### src/rtl/sa_pkg.sv
// Shared types and sizing helpers for the SA_CORE tile sequencer.
package sa_pkg;

  // Array geometry defaults shared with SA_CORE.
  localparam int unsigned SA_ROWS = 8;
  localparam int unsigned SA_COLS = 8;
  localparam int unsigned SA_KMAX = 255;

  typedef enum logic [2:0] {
    IDLE,
    LOADW,
    STREAM,
    DRAIN,
    DONE
  } sa_seq_state_t;

  // Index width that never collapses to zero bits for a size-1 dimension.
  function automatic int unsigned idx_w(int unsigned n);
    return (n <= 1) ? 1 : $clog2(n);
  endfunction

endpackage

### src/rtl/sa_seq_ctrl_if.sv
// Control/handshake bundle between the tile sequencer and its neighbours.
interface sa_seq_ctrl_if
  import sa_pkg::*;
#(
  parameter int unsigned ROWS = SA_ROWS,
  parameter int unsigned COLS = SA_COLS,
  parameter int unsigned KMAX = SA_KMAX
) ();

  localparam int unsigned KW  = $clog2(KMAX + 1);
  localparam int unsigned RW  = idx_w(ROWS);
  localparam int unsigned CLW = idx_w(COLS);

  logic            start;
  logic            abort;
  logic [KW-1:0]   k_len;
  logic            out_ready;
  logic            busy;
  logic            w_load;
  logic [RW-1:0]   w_row;
  logic            fire;
  logic [ROWS-1:0] a_lane_en;
  logic            drain;
  logic [CLW-1:0]  drain_col;
  logic            done;

  // Sequencer side.
  modport master (
    input  start, abort, k_len, out_ready,
    output busy, w_load, w_row, fire, a_lane_en, drain, drain_col, done
  );

  // Config regs / PE_ARR / col capture side.
  modport slave (
    output start, abort, k_len, out_ready,
    input  busy, w_load, w_row, fire, a_lane_en, drain, drain_col, done
  );

endinterface

### src/rtl/sa_skew_gen.sv
// Diagonal activation skew: lane r is live for stream steps r .. r+k_len-1.
module sa_skew_gen #(
  parameter int unsigned ROWS = 8,
  parameter int unsigned KW   = 8,
  parameter int unsigned CW   = 12
) (
  input  logic [CW-1:0]   t,
  input  logic [KW-1:0]   k_len,
  output logic [ROWS-1:0] lane_en
);

  // Per-lane window compare; CW is wide enough that r+k_len never wraps.
  always_comb begin
    lane_en = '0;
    for (int unsigned r = 0; r < ROWS; r++) begin
      lane_en[r] = (t >= CW'(r)) && (t < (CW'(r) + CW'(k_len)));
    end
  end

endmodule

### src/rtl/sa_seq_ctrl.sv
// Tile sequencer for PE_ARR: weight load, skewed activation stream, column drain, done.
module sa_seq_ctrl
  import sa_pkg::*;
#(
  parameter int unsigned ROWS = SA_ROWS,
  parameter int unsigned COLS = SA_COLS,
  parameter int unsigned KMAX = SA_KMAX
) (
  input logic           clk,
  input logic           rstn,
  sa_seq_ctrl_if.master bus
);

  localparam int unsigned KW  = $clog2(KMAX + 1);
  localparam int unsigned RW  = idx_w(ROWS);
  localparam int unsigned CLW = idx_w(COLS);
  // Shared counter must hold the longest stream length k_len+ROWS+COLS-2.
  localparam int unsigned CW  = KW + $clog2(ROWS + COLS) + 1;

  localparam logic [CW-1:0] FillFlush = CW'(ROWS + COLS - 2);
  localparam logic [CW-1:0] RowLast   = CW'(ROWS - 1);
  localparam logic [CW-1:0] ColLast   = CW'(COLS - 1);

  sa_seq_state_t   state;
  logic [CW-1:0]   cnt;
  logic [KW-1:0]   k_q;
  logic            busy_q;
  logic            w_load_q;
  logic [RW-1:0]   w_row_q;
  logic            fire_q;
  logic [ROWS-1:0] lane_q;
  logic            drain_q;
  logic [CLW-1:0]  drain_col_q;
  logic            done_q;

  logic [CW-1:0]   cnt_inc;
  logic [CW-1:0]   t_last;
  logic [CW-1:0]   t_next;
  logic [ROWS-1:0] lane_nxt;

  // Counter arithmetic and the stream step the lane mask is computed for.
  always_comb begin
    cnt_inc = cnt + CW'(1);
    // k_q >= 1 whenever STREAM is reached, so this never underflows.
    t_last  = CW'(k_q) + FillFlush - CW'(1);
    t_next  = (state == LOADW) ? '0 : cnt_inc;
  end

  sa_skew_gen #(
    .ROWS (ROWS),
    .KW   (KW),
    .CW   (CW)
  ) u_skew (
    .t       (t_next),
    .k_len   (k_q),
    .lane_en (lane_nxt)
  );

  // Sequencer FSM with all outputs registered alongside the state.
  always_ff @(posedge clk or negedge rstn) begin
    if (!rstn) begin
      state       <= IDLE;
      cnt         <= '0;
      k_q         <= '0;
      busy_q      <= 1'b0;
      w_load_q    <= 1'b0;
      w_row_q     <= '0;
      fire_q      <= 1'b0;
      lane_q      <= '0;
      drain_q     <= 1'b0;
      drain_col_q <= '0;
      done_q      <= 1'b0;
    end else begin
      w_load_q <= 1'b0;
      fire_q   <= 1'b0;
      lane_q   <= '0;
      drain_q  <= 1'b0;
      done_q   <= 1'b0;
      if (bus.abort) begin
        state       <= IDLE;
        cnt         <= '0;
        busy_q      <= 1'b0;
        w_row_q     <= '0;
        drain_col_q <= '0;
      end else begin
        case (state)
          IDLE: begin
            if (bus.start) begin
              k_q    <= bus.k_len;
              busy_q <= 1'b1;
              cnt    <= '0;
              if (bus.k_len == '0) begin
                state  <= DONE;
                done_q <= 1'b1;
              end else begin
                state    <= LOADW;
                w_load_q <= 1'b1;
                w_row_q  <= '0;
              end
            end
          end
          LOADW: begin
            if (cnt == RowLast) begin
              state   <= STREAM;
              cnt     <= '0;
              w_row_q <= '0;
              fire_q  <= 1'b1;
              lane_q  <= lane_nxt;
            end else begin
              cnt      <= cnt_inc;
              w_load_q <= 1'b1;
              w_row_q  <= RW'(cnt_inc);
            end
          end
          STREAM: begin
            if (cnt == t_last) begin
              state       <= DRAIN;
              cnt         <= '0;
              drain_q     <= 1'b1;
              drain_col_q <= '0;
            end else begin
              cnt    <= cnt_inc;
              fire_q <= 1'b1;
              lane_q <= lane_nxt;
            end
          end
          DRAIN: begin
            drain_q <= 1'b1;
            if (bus.out_ready) begin
              if (cnt == ColLast) begin
                state       <= DONE;
                cnt         <= '0;
                drain_q     <= 1'b0;
                drain_col_q <= '0;
                done_q      <= 1'b1;
              end else begin
                cnt         <= cnt_inc;
                drain_col_q <= CLW'(cnt_inc);
              end
            end
          end
          DONE: begin
            state  <= IDLE;
            busy_q <= 1'b0;
          end
          default: begin
            state  <= IDLE;
            busy_q <= 1'b0;
          end
        endcase
      end
    end
  end

  assign bus.busy      = busy_q;
  assign bus.w_load    = w_load_q;
  assign bus.w_row     = w_row_q;
  assign bus.fire      = fire_q;
  assign bus.a_lane_en = lane_q;
  assign bus.drain     = drain_q;
  assign bus.drain_col = drain_col_q;
  assign bus.done      = done_q;

endmodule

### src/flat_wrapper.sv
// flat-port wrapper written by rule: the top's interface ports become plain ports
module sa_seq_ctrl_flat import sa_pkg::*;
#(
  parameter int unsigned ROWS = SA_ROWS,
  parameter int unsigned COLS = SA_COLS,
  parameter int unsigned KMAX = SA_KMAX
)
  (clk, rstn, bus_start, bus_abort, bus_k_len, bus_out_ready, bus_busy, bus_w_load, bus_w_row, bus_fire, bus_a_lane_en, bus_drain, bus_drain_col, bus_done);
  sa_seq_ctrl_if #(.ROWS(ROWS), .COLS(COLS), .KMAX(KMAX)) bus_i ();
  input logic clk;
  input logic rstn;
  input wire logic [$bits(bus_i.start)-1:0] bus_start;
  input wire logic [$bits(bus_i.abort)-1:0] bus_abort;
  input wire logic [$bits(bus_i.k_len)-1:0] bus_k_len;
  input wire logic [$bits(bus_i.out_ready)-1:0] bus_out_ready;
  output wire logic [$bits(bus_i.busy)-1:0] bus_busy;
  output wire logic [$bits(bus_i.w_load)-1:0] bus_w_load;
  output wire logic [$bits(bus_i.w_row)-1:0] bus_w_row;
  output wire logic [$bits(bus_i.fire)-1:0] bus_fire;
  output wire logic [$bits(bus_i.a_lane_en)-1:0] bus_a_lane_en;
  output wire logic [$bits(bus_i.drain)-1:0] bus_drain;
  output wire logic [$bits(bus_i.drain_col)-1:0] bus_drain_col;
  output wire logic [$bits(bus_i.done)-1:0] bus_done;
  assign bus_i.start = bus_start;
  assign bus_i.abort = bus_abort;
  assign bus_i.k_len = bus_k_len;
  assign bus_i.out_ready = bus_out_ready;
  assign bus_busy = bus_i.busy;
  assign bus_w_load = bus_i.w_load;
  assign bus_w_row = bus_i.w_row;
  assign bus_fire = bus_i.fire;
  assign bus_a_lane_en = bus_i.a_lane_en;
  assign bus_drain = bus_i.drain;
  assign bus_drain_col = bus_i.drain_col;
  assign bus_done = bus_i.done;
  sa_seq_ctrl #(.ROWS(ROWS), .COLS(COLS), .KMAX(KMAX)) u_core (.clk(clk), .rstn(rstn), .bus(bus_i));
endmodule
### config.mk
export PLATFORM = sky130hd
export DESIGN_NAME = sa_seq_ctrl_flat
export DESIGN_NICKNAME = d
export VERILOG_FILES = /design/src/rtl/sa_pkg.sv /design/src/rtl/sa_seq_ctrl_if.sv /design/src/rtl/sa_skew_gen.sv /design/src/rtl/sa_seq_ctrl.sv /design/src/flat_wrapper.sv
export SDC_FILE = /design/constraint.sdc
export NUM_CORES = 1
export LEC_CHECK = 0
export BUFFER_PORTS_ARGS = -buffer_cell sky130_fd_sc_hd__buf_2
export CORE_MARGIN = 5
export CORE_UTILIZATION = 40
export DETAILED_ROUTE_END_ITERATION = 6
export GPL_TIMING_DRIVEN = 1
export RECOVER_POWER = 100
export SYNTH_ARGS = -nofsm -noshare
export SYNTH_HDL_FRONTEND = slang
export SYNTH_SLANG_ARGS = --single-unit
### constraint.sdc
create_clock -name clk -period 2.8 [get_ports clk]
set_input_delay 0.42 -clock clk [delete_from_list [all_inputs] [get_ports clk]]
set_output_delay 0.42 -clock clk [all_outputs]
set_load 0.01 [all_outputs]
# ---- Word-level counts from Yosys, hierarchy flattened
# Cells that the tools add are included.
dict set report classes {
  add_sub_neg 10
  n_lt_le_gt_ge 16
  eq_ne 12
  mux 49
  bitwise 1
  reduce_logical 20
}
# operator count
set ops {}
lappend ops {{13-bit by 9-bit less-than comparator with 1-bit output} 7}
lappend ops {{13-bit 2-to-1 mux} 6}
lappend ops {{13-bit by 3-bit greater-or-equal comparator with 1-bit output (second input constant)} 4}
lappend ops {{13-bit one-hot mux with 4 select lines} 1}
lappend ops {{3-bit 2-to-1 mux} 14}
lappend ops {{3-bit by 8-bit adder with 9-bit output (first input constant)} 4}
lappend ops {{13-bit by 1-bit greater-or-equal comparator with 1-bit output (second input constant)} 2}
lappend ops {{13-bit by 2-bit greater-or-equal comparator with 1-bit output (second input constant)} 2}
lappend ops {{8-bit 2-to-1 mux} 3}
lappend ops {{2-bit by 8-bit adder with 9-bit output (first input constant)} 2}
lappend ops {{1-bit 2-to-1 mux} 16}
lappend ops {{8-bit one-hot mux with 2 select lines} 1}
lappend ops {{13-bit by 1-bit adder with 13-bit output (second input constant)} 1}
lappend ops {{13-bit equality test} 1}
lappend ops {{13-bit by 3-bit equality test with 1-bit output (second input constant)} 1}
lappend ops {{13-bit by 8-bit less-than comparator with 1-bit output} 1}
lappend ops {{13-bit by 1-bit subtractor with 13-bit output (second input constant)} 1}
lappend ops {{3-bit inequality test (second input constant)} 4}
lappend ops {{3-bit one-hot mux with 2 select lines} 2}
lappend ops {{3-bit one-hot mux with 4 select lines} 1}
lappend ops {{3-bit AND reduction} 4}
lappend ops {{1-bit one-hot mux with 2 select lines} 5}
lappend ops {{1-bit by 8-bit adder with 9-bit output (first input constant)} 1}
lappend ops {{8-bit by 4-bit adder with 9-bit output (second input constant)} 1}
lappend ops {{other kinds (13)} 23}
dict set report totals {
  regBits 43
  in_bits 13
  out_inout_bits 19
  word_cells 119
}

# ---- Longest topological paths before layout
# Gate-level depths: netlist (run 1).
dict set report logic_depth {
  depth_word 7
  mapped_depth 13
  mapped_depth_nobuf 12
}

# ---- Hierarchy
# A second synthesis (run 1) with hierarchy kept.
dict set report hier_totals {
  cells_unflattened 532
  area_unflattened_um2 4526.8
}
# module instances cells_per_inst area_per_inst_um2 seq_area_each_um2
set by_module_without_submodules {}
lappend by_module_without_submodules {sa_seq_ctrl 1 260 2432.3 1076.0}
lappend by_module_without_submodules {sa_skew_gen 1 272 2094.5 0.0}

# ---- Least setup slack after synthesis (run 1)
# No wires, ideal clock.
dict set report synth_path {
  kind {flip-flop to flip-flop}
  from {register u_core.k_q[2]}
  to {register u_core.lane_q[5], in the netlist u_core.bus.a_lane_en[5]}
  setup_ps 169
  arrival_time_ps 2890
  t_required_ps 2631
  setup_slack_ps -259
  stages_incl_launch_ff 11
  path_buffers 0
  synth_period_minus_slack_ps 3059
  path_cell_list {dfrtp_1 inv_1 ha_1 xnor2_2 inv_2 o2111a_1 or3_1 a222oi_1 a31oi_1 o31ai_4 a2111oi_0}
}
dict set report synth_between {
  elab_chain_cells 6
  elab_cells_between_ends 10
  cone_classes {add/sub: 3; order compare: 1; eq/ne: 1; mux: 4; reduce/logical: 1}
}
# item line
set synth_lines {}
lappend synth_lines {{start, declared} sa_seq_ctrl.sv:26} ;# logic [KW-1:0] k_q;
lappend synth_lines {{start signal, assigned} sa_seq_ctrl.sv:89} ;# k_q <= bus.k_len;
lappend synth_lines {{8-bit by 4-bit adder with 9-bit output or 3-bit by 8-bit adder with 9-bit output (tied branches)} {sa_seq_ctrl.sv:45, sa_skew_gen.sv:16}}
lappend synth_lines {{13-bit by 1-bit subtractor with 13-bit output or 13-bit by 9-bit less-than comparator with 1-bit output (tied branches)} {sa_seq_ctrl.sv:45, sa_skew_gen.sv:16}}
lappend synth_lines {{13-bit equality test or 1-bit logical AND (tied branches)} {sa_seq_ctrl.sv:116, sa_skew_gen.sv:16}}
lappend synth_lines {{8-bit 2-to-1 mux (on tied branches)} {sa_seq_ctrl.sv:116, sa_seq_ctrl.sv:103}}
lappend synth_lines {{8-bit one-hot mux with 2 select lines (*)} sa_seq_ctrl.sv:86} ;# case (state)
lappend synth_lines {{8-bit 2-to-1 mux (*)} sa_seq_ctrl.sv:79} ;# if (bus.abort) begin
lappend synth_lines {{end signal, assigned} sa_seq_ctrl.sv:108} ;# lane_q <= lane_nxt;
lappend synth_lines {{end signal, assigned} sa_seq_ctrl.sv:124} ;# lane_q <= lane_nxt;
lappend synth_lines {{end, declared} sa_seq_ctrl.sv:31} ;# logic [ROWS-1:0] lane_q;
# Every way passes the cells marked *; elsewhere a longest branch is shown, timed or not.
# A chain may end at the register's enable or synchronous reset.

# ---- Final worst setup path (run 1)
dict set report layout_path {
  from {register u_core.k_q[3]}
  to {register u_core.lane_q[4], in the netlist u_core.bus.a_lane_en[4]}
}
# The elaborated chain is that of the path after synthesis.

==> results of run 1 <==
==> worst max-delay path, delay by kind of cell (launching register included) <==
| family | cells | cell delay [ns] |
|---|---|---|
| AO/OA/AOI/OAI | 6 | 1.24 |
| buffers and inverters | 3 | 0.46 |
| flip-flops | 1 | 0.38 |
| AND/OR/NAND/NOR | 1 | 0.37 |
| adder cells (fa/ha/maj) | 1 | 0.21 |
==> metrics by stage <==
step	util, %	setup TNS, ns	power [mW]	cells	hold WS [ns]
floorplan	-	0	1.483	592	0.1244
global placement	47.07	-0.1420	1.851	810	0.3956
finish	49.16	0	2.612	822	0.2995
global route	49.16	-1.852	2.774	822	0.3388
detailed placement	47.07	-0.3254	1.873	810	0.4037
CTS	48.72	0	2.615	818	0.05841
==> worst paths after layout <==
| path | startpoint | endpoint | cells after the start | slack [ns] |
|---|---|---|---|---|
| worst max-delay path | u_core.k_q[3]$_DFFE_PN0P_ | u_core.bus.a_lane_en[4]$_DFF_PN0_ | 11 | 0.01 |
| max in group asynchronous | rstn | u_core.k_q[1]$_DFFE_PN0P_ | 2 | 0.99 |
| min in group clk | bus_k_len[4] | u_core.k_q[4]$_DFFE_PN0P_ | 3 | 0.34 |
| worst min register to register | u_core.bus.w_row[0]$_DFFE_PN0P_ | u_core.bus.w_row[0]$_DFFE_PN0P_ | 2 | 0.49 |
| worst min-delay path | rstn | u_core.cnt[1]$_DFFE_PN0P_ | 1 | 0.30 |
| worst max register to register | u_core.k_q[3]$_DFFE_PN0P_ | u_core.bus.a_lane_en[4]$_DFF_PN0_ | 11 | 0.01 |
==> cells in the final DEF, fill, tap and decap left out, types with 8 or more instances in the layout <==
cell type / count
nand3_1: 14
xor2_1: 8
o21ai_0: 29
ha_1: 70
clkbuf_1: 27
a21o_1: 13
nor2b_1: 16
o31ai_1: 9
nand4_1: 15
xnor2_1: 47
nor3_1: 12
buf_2: 10
dfrtp_1: 41
nand2_1: 62
nor2_1: 52
buf_4: 64
inv_1: 18
a21oi_1: 30
==> cells in the mapped netlist, types with 15 or more instances <==
master | number | area, sq um
nand4_1 | 15 | 93.84
a21oi_1 | 31 | 155.2
nand3_1 | 15 | 75.07
ha_1 | 72 | 900.9
dfrtp_1 | 43 | 1076
nor2_1 | 54 | 202.7
nor2b_1 | 16 | 100.1
nor3_1 | 16 | 80.08
clkbuf_1 | 20 | 75.07
nand2_1 | 62 | 232.7
inv_1 | 20 | 75.07
xnor2_1 | 47 | 411.6
o21ai_0 | 30 | 150.1
==> registers in the layout (all words and copies together) (netlist names) <==
register	flops
u_core.state	3
u_core.bus.w_row	3
u_core.k_q	8
u_core.cnt	13
u_core.bus.a_lane_en	8
u_core.bus.fire	1
u_core.bus.done	1
u_core.bus.busy	1
u_core.bus.w_load	1
u_core.bus.drain	1
u_core.bus.drain_col	3
==> power by group through the flow <==
stage | sequential (mW) | combinational, mW | clock, mW
after CTS | 0.668 | 1.20 | 0.744
after global routing | 0.671 | 1.34 | 0.759
final | 0.668 | 1.22 | 0.720
after global placement | 0.677 | 1.17 | 0
after floorplan | 0.696 | 0.787 | 0
after detailed placement | 0.680 | 1.19 | 0
==> logic make-up after synthesis <==
group | synth area share (%)
buf+inv | 4.366
compound gates | 19.07
flops | 22.35
fa+ha+maj | 18.71
simple gates | 23.96
xor+xnor | 10.81
mux | 0.7276
==> final cells by class <==
class | instances | share of cell area [%]
clock buffers | 5 | 2.137
repair buffers | 102 | 11.13
clock inverters | 3 | 0.7479
multi-input cells | 498 | 62.82
flip-flops and latches | 43 | 18.42
well taps | 147 | 3.141
inverters | 24 | 1.603
==> what timing repair did <==
item | CTS | global route
endpoints found under the hold margin | 0 | 0
endpoints found under the setup margin | 6 | 23
gates cloned | 0 | 0
pin swaps | 1 | 4
resized for setup | 9 | 18
buffers inserted | 0 | 4
==> metal layers <==
layer	global-route usage (%)	part of all wire [%]	vias to the layer above	routed length (um)
met3	4.571	5.2	33	799
met5	0	0.085	-	13
li1	-	-	2295	-
met2	33.33	45	138	6879
met4	7.516	2.6	2	396
met1	29.66	47	2273	7283
==> summary.md, run 1 <==
| Metric | Value |
|---|---|
| Top_reg_cell synth | `dfrtp_1` |
| Outcome | `complete, no violations` |
| WL final | `15370 um` |
| Multi-input logic area | `0.003679 sq mm` |
| Total track usage | `21.51%` |
| FF/Latch Area | `0.001079 sq mm` |
| Pwr/cell area | `446.1 mW/mm^2` |
| First-pass DRT Iterations | `5` |
| P_sw | `1.021 mW` |
| Vias in the first global route | `4711` |
| Layout Skew | `0.01772 ns` |
| Synth warn | `0` |
| Maxcap violations | `0` |
| Slowest cell on crit path | `dfrtp_1` |
| Vias/cell | `5.768` |
| Setup violators final | `0` |
| Sequential-to-total area share from yosys stat | `22.35%` |
| Period utilisation layout | `99.54%` |
| Worst EP arrival | `2.97 ns` |
| Mapped cell area | `0.004815 sq mm` |
| Hold WC Path Type | `in -> async` |
| CTS tree | `yes` |
| Syn-to-layout area delta | `21.62%` |
| Core area | `0.01191 sq mm` |
| Cell Rows | `40` |
| Chip width | `119.7 um` |
| CTS Buf Count | `5` |
| H-tree levels | `2` |
| Critical path class | `reg -> reg` |
| Vias | `4741` |
| Antenna Nets Post-Route | `0` |
| Pin count of the biggest net entering global routing | `21` |
| Clock Tree Buf Depth | `2` |
| Pre-CTS setup slack | `-0.2029 ns` |
| Int Power | `1.591 mW` |
| Root buffer cell | `clkbuf_16` |
| Flops & latches, synth | `43` |
| Starting density of the core | `40.42%` |
| Clock power frac | `27.6%` |
| Initial antenna violation count | `1` |
| Ys async rst share | `100.0%` |
| First-pass GRT wire length | `24590 um` |
| CP endpoint kind | `flop` |
| CP required | `2.98 ns` |
| CP Launch Type | `flop` |
| Worst slew pin tran | `1.134 ns` |
| PortBufs | `31` |
| Leak pwr | `2.793 nW` |
| Final hold violation count | `0` |
| Ports | `32` |
| GP Congestion | `0.8878` |
| Initial DRC count | `390` |
| Die Span Y | `119.7 um` |
| Remaining DRCs | `0` |
| Syn avg cell area | `8.133 sq um` |
| VDD IR-drop max | `0.3340 mV` |
| Post-DP HPWL | `11780 um` |
| Layout cells sized above 1 | `18.67%` |
| Diodes inserted | `0` |
| Post-synth EDFFs | `0` |
| Hold buffer count at CTS | `0` |
| Cells along the critical path | `clkinv_2, ha_1, a21bo_2, o2111a_1, or3_4, a222oi_1, a31oi_2, buf_4, o31ai_4, buf_12, a2111oi_4` |
| Cell area after layout | `0.005856 sq mm` |
| Worst-Skew Late Latency | `0.32 ns` |
| CP max FO | `8` |
| Mapped Nets | `677` |
| Synth cell types | `65` |
| DIE AREA | `0.01433 sq mm` |
| Largest stage delay, worst path | `0.38 ns` |
| Sequential Power Share | `25.6%` |
| Clk sink count | `43` |
| RSZ-0062 raised after global routing | `true` |
| Cells after synthesis | `592` |
| GRT overflow | `0` |
| Final worst-path setup slack | `0.01298 ns` |
| Drt wl/cell | `18.70 um` |
| Post-DP Area | `0.005607 sq mm` |
| Slew Limit Fails | `0` |
| Achievable frequency | `358.8 MHz` |
| Switch share | `39.08%` |
| Nets | `759` |
| Combinational share of power | `46.8%` |
| Max-slew headroom | `24.39%` |
| Fill count | `1184` |
| Fin crit period | `2.787 ns` |
| Clock slew at reported path FFs | `0.08 ns` |
Power figures use the tool's default switching activity.
==> inputs of run 2 (changes only) <==
SETUP_SLACK_MARGIN = 0.02   (was default)
==> run 2 against run 1 <==
Net effect:
- the run now ends with setup timing left
- clock power decreased by 5.1%
- sequential cell count did not move
- wire length decreased by 1.2%
- power rose by 0.14%
- count of clock-buffer cells in the layout grew 1
- core utilization grew 0.46 points
- combinational power up 4%
- first-iteration DRC count rose by 39%
- clock skew is 0.012 ns lower
- cell area increased by 0.94%
- setup slack got worse by 0.028 ns
==> summary.md, run 2 (synthesis gave the netlist of run 1 again) <==
| Metric | Value |
|---|---|
| Outcome | `finished with violations` |
| Failing checks | `setup timing` |
| H-tree levels | `2 (unchanged)` |
| CP Launch Type | `flop` |
| Hold WC Path Type | `in -> reg` |
| Inst Count DP | `817 (+0.86%)` |
| Initial DRC count | `542 (+39%)` |
| Period utilisation layout | `100.5% (+0.99 points)` |
| Layout Skew | `0.006049 ns (-0.01167 ns)` |
| Initial antenna violation count | `0 (-1)` |
| DIE AREA | `0.01433 sq mm (unchanged)` |
| Max-slew headroom | `1.455% (-23 points)` |
| Setup violators final | `1 (+1)` |
| Final worst-path setup slack | `-0.01461 ns (-0.02759 ns)` |
| Vias | `4806 (+1.4%)` |
| Fin crit period | `2.815 ns (+0.02759 ns)` |
| Commonest non-fill, non-tap cell in the layout | `buf_4` |
| Root buffer cell | `clkbuf_16` |
| Vias in the first global route | `4534 (-3.8%)` |
| Layout cells sized above 1 | `18.98% (+0.31 points)` |
| Worst slew pin tran | `1.478 ns (+0.3441 ns)` |
| VDD IR-drop max | `0.2606 mV (-22%)` |
| Hold buffer count at CTS | `0 (unchanged)` |
| Maxcap violations | `0 (unchanged)` |
| Multi-input logic area | `0.003661 sq mm (-0.48%)` |
| Non-filler instance count after layout | `832 (+1.2%)` |
| Total power | `2.616 mW (+0.14%)` |
| CTS tree | `yes` |
| Setup TNS | `-0.01461 ns (-0.01461 ns)` |
| Clk sink count | `43 (unchanged)` |
| Vias/cell | `5.776 (+0.15%)` |
| Antenna Nets Post-Route | `0 (unchanged)` |
| Syn-to-layout area delta | `22.77%` |
| Clock Tree Buf Depth | `2 (unchanged)` |
| Largest register FFs | `13 (unchanged)` |
| Starting density of the core | `40.42% (unchanged)` |
| Remaining DRCs | `0 (unchanged)` |
| Chip width | `119.7 um (unchanged)` |
| Clock power frac | `26.1% (-1.5 points)` |
| PortBufs | `31 (unchanged)` |
| Fill count | `1190 (+0.51%)` |
| First-pass DRT Iterations | `5 (unchanged)` |
| Int Power | `1.617 mW (+1.6%)` |
| First-pass GRT wire length | `23860 um (-3.0%)` |
| Ports | `32 (unchanged)` |
| Final hold violation count | `0 (unchanged)` |
| Total track usage | `21.05% (-0.46 points)` |
| Achievable frequency | `355.3 MHz (-0.98%)` |
| CTS Buf Count | `5 (unchanged)` |
| Sequential Power Share | `25.5% (about the same)` |
| Slew Limit Fails | `0 (unchanged)` |
| Core area | `0.01191 sq mm (unchanged)` |
| Pin count of the biggest net entering global routing | `27 (+29%)` |
| GRT overflow | `0 (unchanged)` |
| WL final | `15180 um (-1.2%)` |
| Worst EP arrival | `3.00 ns (+0.03 ns)` |
| CP max FO | `3 (-5)` |
| Switch share | `38.17% (-0.91 points)` |
| FF/Latch Area | `0.001079 sq mm (unchanged)` |
| CP required | `2.98 ns (about the same)` |
| Combinational share of power | `48.4% (+1.6 points)` |
| Biggest register | `u_core.cnt` |
| Drt wl/cell | `18.25 um (-2.4%)` |
| CP endpoint kind | `flop` |
| GP Congestion | `0.8992 (+1.3%)` |
| Critical path class | `reg -> reg` |
| Diodes inserted | `0 (unchanged)` |
| P_sw | `0.9985 mW (-2.2%)` |
| Cell Rows | `40 (unchanged)` |
| Post-DP HPWL | `11700 um (-0.71%)` |
| Die Span Y | `119.7 um (unchanged)` |
| Clock slew at reported path FFs | `0.06 ns (-0.02 ns)` |
| Pwr/cell area | `442.5 mW/mm^2 (-0.80%)` |
| Leak pwr | `2.856 nW (+2.3%)` |
| Final design utilization | `49.62% (+0.46 points)` |
| Nets | `770 (+1.4%)` |
| RSZ-0062 raised after global routing | `true` |
| Commonest cells after routing, fill and taps aside | `buf_4, ha_1, nand2_1` |
| Worst-Skew Late Latency | `0.30 ns (-0.02 ns)` |
| Hold Slack | `0.3372 ns (+0.03770 ns)` |
[run 2: cell count changes in the layout (fill, tap and decap cells not counted), moves of 2 or more]
cell,change
nor3_2,-3
a2111oi_2,-2
a2111oi_1,+2
nor3_1,+2
buf_4,+10
[run 2: final cells by class]
class / count / area share, %
Multi-Input combinational cell: 498 / 61.94
Sequential cell: 43 / 18.25
Timing Repair Buffer: 113 / 12.38
Tap cell: 147 / 3.112
Clock buffer: 6 / 2.180
Inverter: 24 / 1.630
Clock inverter: 1 / 0.5080
[run 2: final timing paths]
check                      slack (ns)                             from  cells past startpoint                                  end
min reg2reg                      0.49  u_core.bus.w_row[0]$_DFFE_PN0P_                      2      u_core.bus.w_row[0]$_DFFE_PN0P_
min                              0.34                     bus_k_len[1]                      3            u_core.k_q[1]$_DFFE_PN0P_
max in group asynchronous        1.06                             rstn                      2            u_core.k_q[2]$_DFFE_PN0P_
max                             -0.01        u_core.k_q[1]$_DFFE_PN0P_                     10  u_core.bus.drain_col[0]$_DFFE_PN0P_
max reg2reg                     -0.01        u_core.k_q[1]$_DFFE_PN0P_                     10  u_core.bus.drain_col[0]$_DFFE_PN0P_
min in group asynchronous        0.46                             rstn                      1            u_core.cnt[7]$_DFFE_PN0P_
[run 2: layer usage]
| layer | vias up | share of wire [%] | global-route usage (%) |
|---|---|---|---|
| li1 | 2319 | - | - |
| met1 | 2308 | 48 | 30.21 |
| met2 | 157 | 46 | 32.42 |
| met3 | 22 | 4.5 | 2.875 |
| met4 | 0 | 1.9 | 7.301 |
| met5 | - | 0 | 0 |
[run 2: critical path, stage by stage (launching register included)]
cell and delay, ns:
dfrtp_2 0.42, inv_2 0.09, ha_4 0.16, xnor2_4 0.13, buf_4 0.16, xnor3_1 0.28
or4_4 0.43, a211oi_1 0.23, o2111ai_2 0.16, o31a_1 0.32, mux2_4 0.31
[run 2: what timing repair did]
| action | in CTS | in global routing |
|---|---|---|
| resized for setup | 7 | 15 |
| endpoints found under the setup margin | 15 | 22 |
| setup buffers | 3 | 5 |
| hold endpoints to repair | 0 | 0 |
| pin swaps | 1 | 3 |
[run 2: per-stage QoR]
step                worst slack (ns)  instance area [sq um]
CTS                          0.01042                   5864
finish                      -0.01461                   5911
detailed placement           -0.1810                   5659
global placement            -0.02794                   5659
global route                 -0.1268                   5911
floorplan                    0.02896                   4867
[run 2: power by group through the flow]
stage	Sequential, mW	Clock, mW	Combinational [mW]
finish	0.667	0.683	1.27
floorplan	0.696	0	0.787
global placement	0.677	0	1.17
CTS	0.667	0.703	1.22
detailed placement	0.679	0	1.21
global route	0.669	0.733	1.38
==> inputs of run 3 (changes only) <==
CTS_BUF_LIST = sky130_fd_sc_hd__clkbuf_8   (was default)
==> run 3 against run 2 <==
Net effect:
- the run still ends with setup timing left
- sequential cell count is the same
- final cell count is the same
- setup slack lost 0.011 ns
- critical path type unchanged
- critical endpoint unchanged
- largest power group unchanged
==> summary.md, run 3 (synthesis gave the netlist of run 1 again) <==
| Metric | Value |
|---|---|
| Outcome | `finished with violations` |
| Failing checks | `setup timing` |
| Pin count of the biggest net entering global routing | `27 (unchanged)` |
| Cell Rows | `40 (unchanged)` |
| P_sw | `0.9829 mW (-1.6%)` |
| Layout cells sized above 1 | `19.27% (+0.29 points)` |
| Remaining DRCs | `0 (unchanged)` |
| Hold WC Path Type | `in -> reg` |
| Die Span Y | `119.7 um (unchanged)` |
| Commonest non-fill, non-tap cell in the layout | `buf_4` |
| VDD IR-drop max | `0.2617 mV (+0.44%)` |
| CP Launch Type | `flop` |
| Non-filler instance count after layout | `832 (unchanged)` |
| Root buffer cell | `clkbuf_8` |
| First-pass GRT wire length | `23810 um (-0.23%)` |
| Antenna Nets Post-Route | `0 (unchanged)` |
| R2r startpoint | `u_core.k_q[1]$_DFFE_PN0P_` |
| GP Congestion | `0.8992 (unchanged)` |
| Initial DRC count | `560 (+3.3%)` |
| Sequential Power Share | `27.3% (+1.8 points)` |
| Final hold violation count | `0 (unchanged)` |
| Initial antenna violation count | `0 (unchanged)` |
| Starting density of the core | `40.42% (unchanged)` |
| Layout Skew | `0.01003 ns (+0.003985 ns)` |
| Core area | `0.01191 sq mm (unchanged)` |
| Ports | `32 (unchanged)` |
| Reg-to-Reg End | `u_core.bus.drain_col[0]$_DFFE_PN0P_` |
| Combinational share of power | `51.9% (+3.5 points)` |
| CTS tree | `yes` |
| Clock Tree Buf Depth | `2 (unchanged)` |
| Syn-to-layout area delta | `21.75%` |
| Vias in the first global route | `4535 (+0.022%)` |
| Max-slew headroom | `2.396% (+0.94 points)` |
| Biggest register | `u_core.cnt` |
| Vias | `4816 (+0.21%)` |
| Reg2reg path depth | `10 (unchanged)` |
| Hold Slack | `0.3105 ns (-0.02666 ns)` |
| Hold EP | `u_core.k_q[1]$_DFFE_PN0P_` |
| Clock power frac | `20.8% (-5.3 points)` |
| Chip width | `119.7 um (unchanged)` |
| Inst Count DP | `817 (unchanged)` |
| Slew Limit Fails | `0 (unchanged)` |
| CP endpoint kind | `flop` |
| Largest register FFs | `13 (unchanged)` |
| GRT overflow | `0 (unchanged)` |
| Pre-CTS setup slack | `-0.1810 ns (unchanged)` |
| Worst EP arrival | `3.04 ns (+0.04 ns)` |
| Diodes inserted | `0 (unchanged)` |
| Int Power | `1.458 mW (-9.8%)` |
| R2r setup slk | `-0.03 ns (about the same)` |
| Worst-Skew Late Latency | `0.33 ns (+0.03 ns)` |
| Setup violators final | `1 (unchanged)` |
| Period utilisation layout | `100.9% (+0.40 points)` |
| Nets | `770 (unchanged)` |
| Commonest cells after routing, fill and taps aside | `buf_4, ha_1, nand2_1` |
| CP max FO | `3 (unchanged)` |
| Total track usage | `20.98% (-0.070 points)` |
| Final worst-path setup slack | `-0.02592 ns (-0.01131 ns)` |
| CTS Buf Count | `5 (unchanged)` |
| Hold Crit Depth | `3 (unchanged)` |
| Critical path class | `reg -> reg` |
| Clk sink count | `43 (unchanged)` |
| Min-delay src | `bus_k_len[1]` |
| WL final | `15200 um (about the same)` |
| H-tree levels | `2 (unchanged)` |
| RSZ-0062 raised after global routing | `true` |
| Cell area after layout | `0.005862 sq mm (-0.83%)` |
| Post-DP HPWL | `11700 um (unchanged)` |
| Worst slew pin tran | `1.464 ns (-0.01412 ns)` |
| Fin crit period | `2.826 ns (+0.01131 ns)` |
| Vias/cell | `5.788 (+0.21%)` |
| DIE AREA | `0.01433 sq mm (unchanged)` |
| Pwr/cell area | `416.4 mW/mm^2 (-5.9%)` |
| Drt wl/cell | `18.26 um (about the same)` |
| Post-DP Area | `0.005659 sq mm (unchanged)` |
| PortBufs | `31 (unchanged)` |
| CP required | `3.01 ns (+0.03 ns)` |
| Setup TNS | `-0.02592 ns (-0.01131 ns)` |
| Achievable frequency | `353.9 MHz (-0.40%)` |
| Maxcap violations | `0 (unchanged)` |
| Final design utilization | `49.21% (-0.41 points)` |
| Total power | `2.441 mW (-6.7%)` |
| Clock slew at reported path FFs | `0.08 ns (+0.02 ns)` |
| Leak pwr | `2.836 nW (-0.70%)` |
| Switch share | `40.27% (+2.1 points)` |
| Hold buffer count at CTS | `0 (unchanged)` |
| First-pass DRT Iterations | `5 (unchanged)` |
-- run 3: what timing repair did --
action / 4_1_cts / 5_1_grt
pin swaps: 1 / 4
setup buffers: 3 / 5
gates resized for setup: 7 / 17
endpoints found under the setup margin: 15 / 22
-- run 3: worst max path at each step --
| stage | start | to | slack, ns | depth (start not counted) |
|---|---|---|---|---|
| finish | u_core.k_q[1]$_DFFE_PN0P_ | u_core.bus.drain_col[0]$_DFFE_PN0P_ | -0.03 | 10 |
| global route | u_core.cnt[1]$_DFFE_PN0P_ | u_core.bus.a_lane_en[4]$_DFF_PN0_ | -0.13 | 12 |
| CTS | u_core.cnt[0]$_DFFE_PN0P_ | u_core.bus.a_lane_en[4]$_DFF_PN0_ | 0.005 | 12 |
| detailed placement | u_core.cnt[0]$_DFFE_PN0P_ | u_core.bus.a_lane_en[4]$_DFF_PN0_ | -0.18 | 12 |
| global placement | u_core.k_q[3]$_DFFE_PN0P_ | u_core.bus.a_lane_en[2]$_DFF_PN0_ | -0.03 | 11 |
| floorplan | u_core.cnt[1]$_DFFE_PN0P_ | u_core.bus.a_lane_en[4]$_DFF_PN0_ | 0.03 | 11 |
-- run 3: per-layer routing --
| metal | GRT usage, % | routed length, um | vias to the layer above |
|---|---|---|---|
| met1 | 29.77 | 7010 | 2314 |
| met5 | 0 | 0 | - |
| met3 | 3.770 | 902 | 28 |
| li1 | - | - | 2313 |
| met2 | 32.59 | 6968 | 161 |
| met4 | 6.156 | 315 | 0 |
-- run 3: layout make-up --
type	instances	area, sq um
Timing Repair Buffer	113	732.0
Sequential cell	43	1079
Fill cell	1194	6050
Multi-Input combinational cell	498	3669
Clock inverter	2	33.78
Clock buffer	5	68.82
Tap cell	147	183.9
Inverter	24	96.34
-- run 3: critical path, cell delays in order (launching register included) --
cell and delay [ns]:
dfrtp_2 0.43, inv_2 0.09, ha_4 0.16, xnor2_4 0.13, buf_4 0.16, xnor3_1 0.28, or4_4 0.44, a211oi_1 0.23
o2111ai_2 0.16, o31a_1 0.32, mux2_4 0.31
-- run 3: power groups by stage --
stage	sequential, mW	clock (mW)	combinational [mW]
floorplan	0.696	0	0.787
global placement	0.677	0	1.17
detailed placement	0.679	0	1.21
CTS	0.666	0.525	1.22
global route	0.669	0.552	1.38
finish	0.666	0.507	1.27
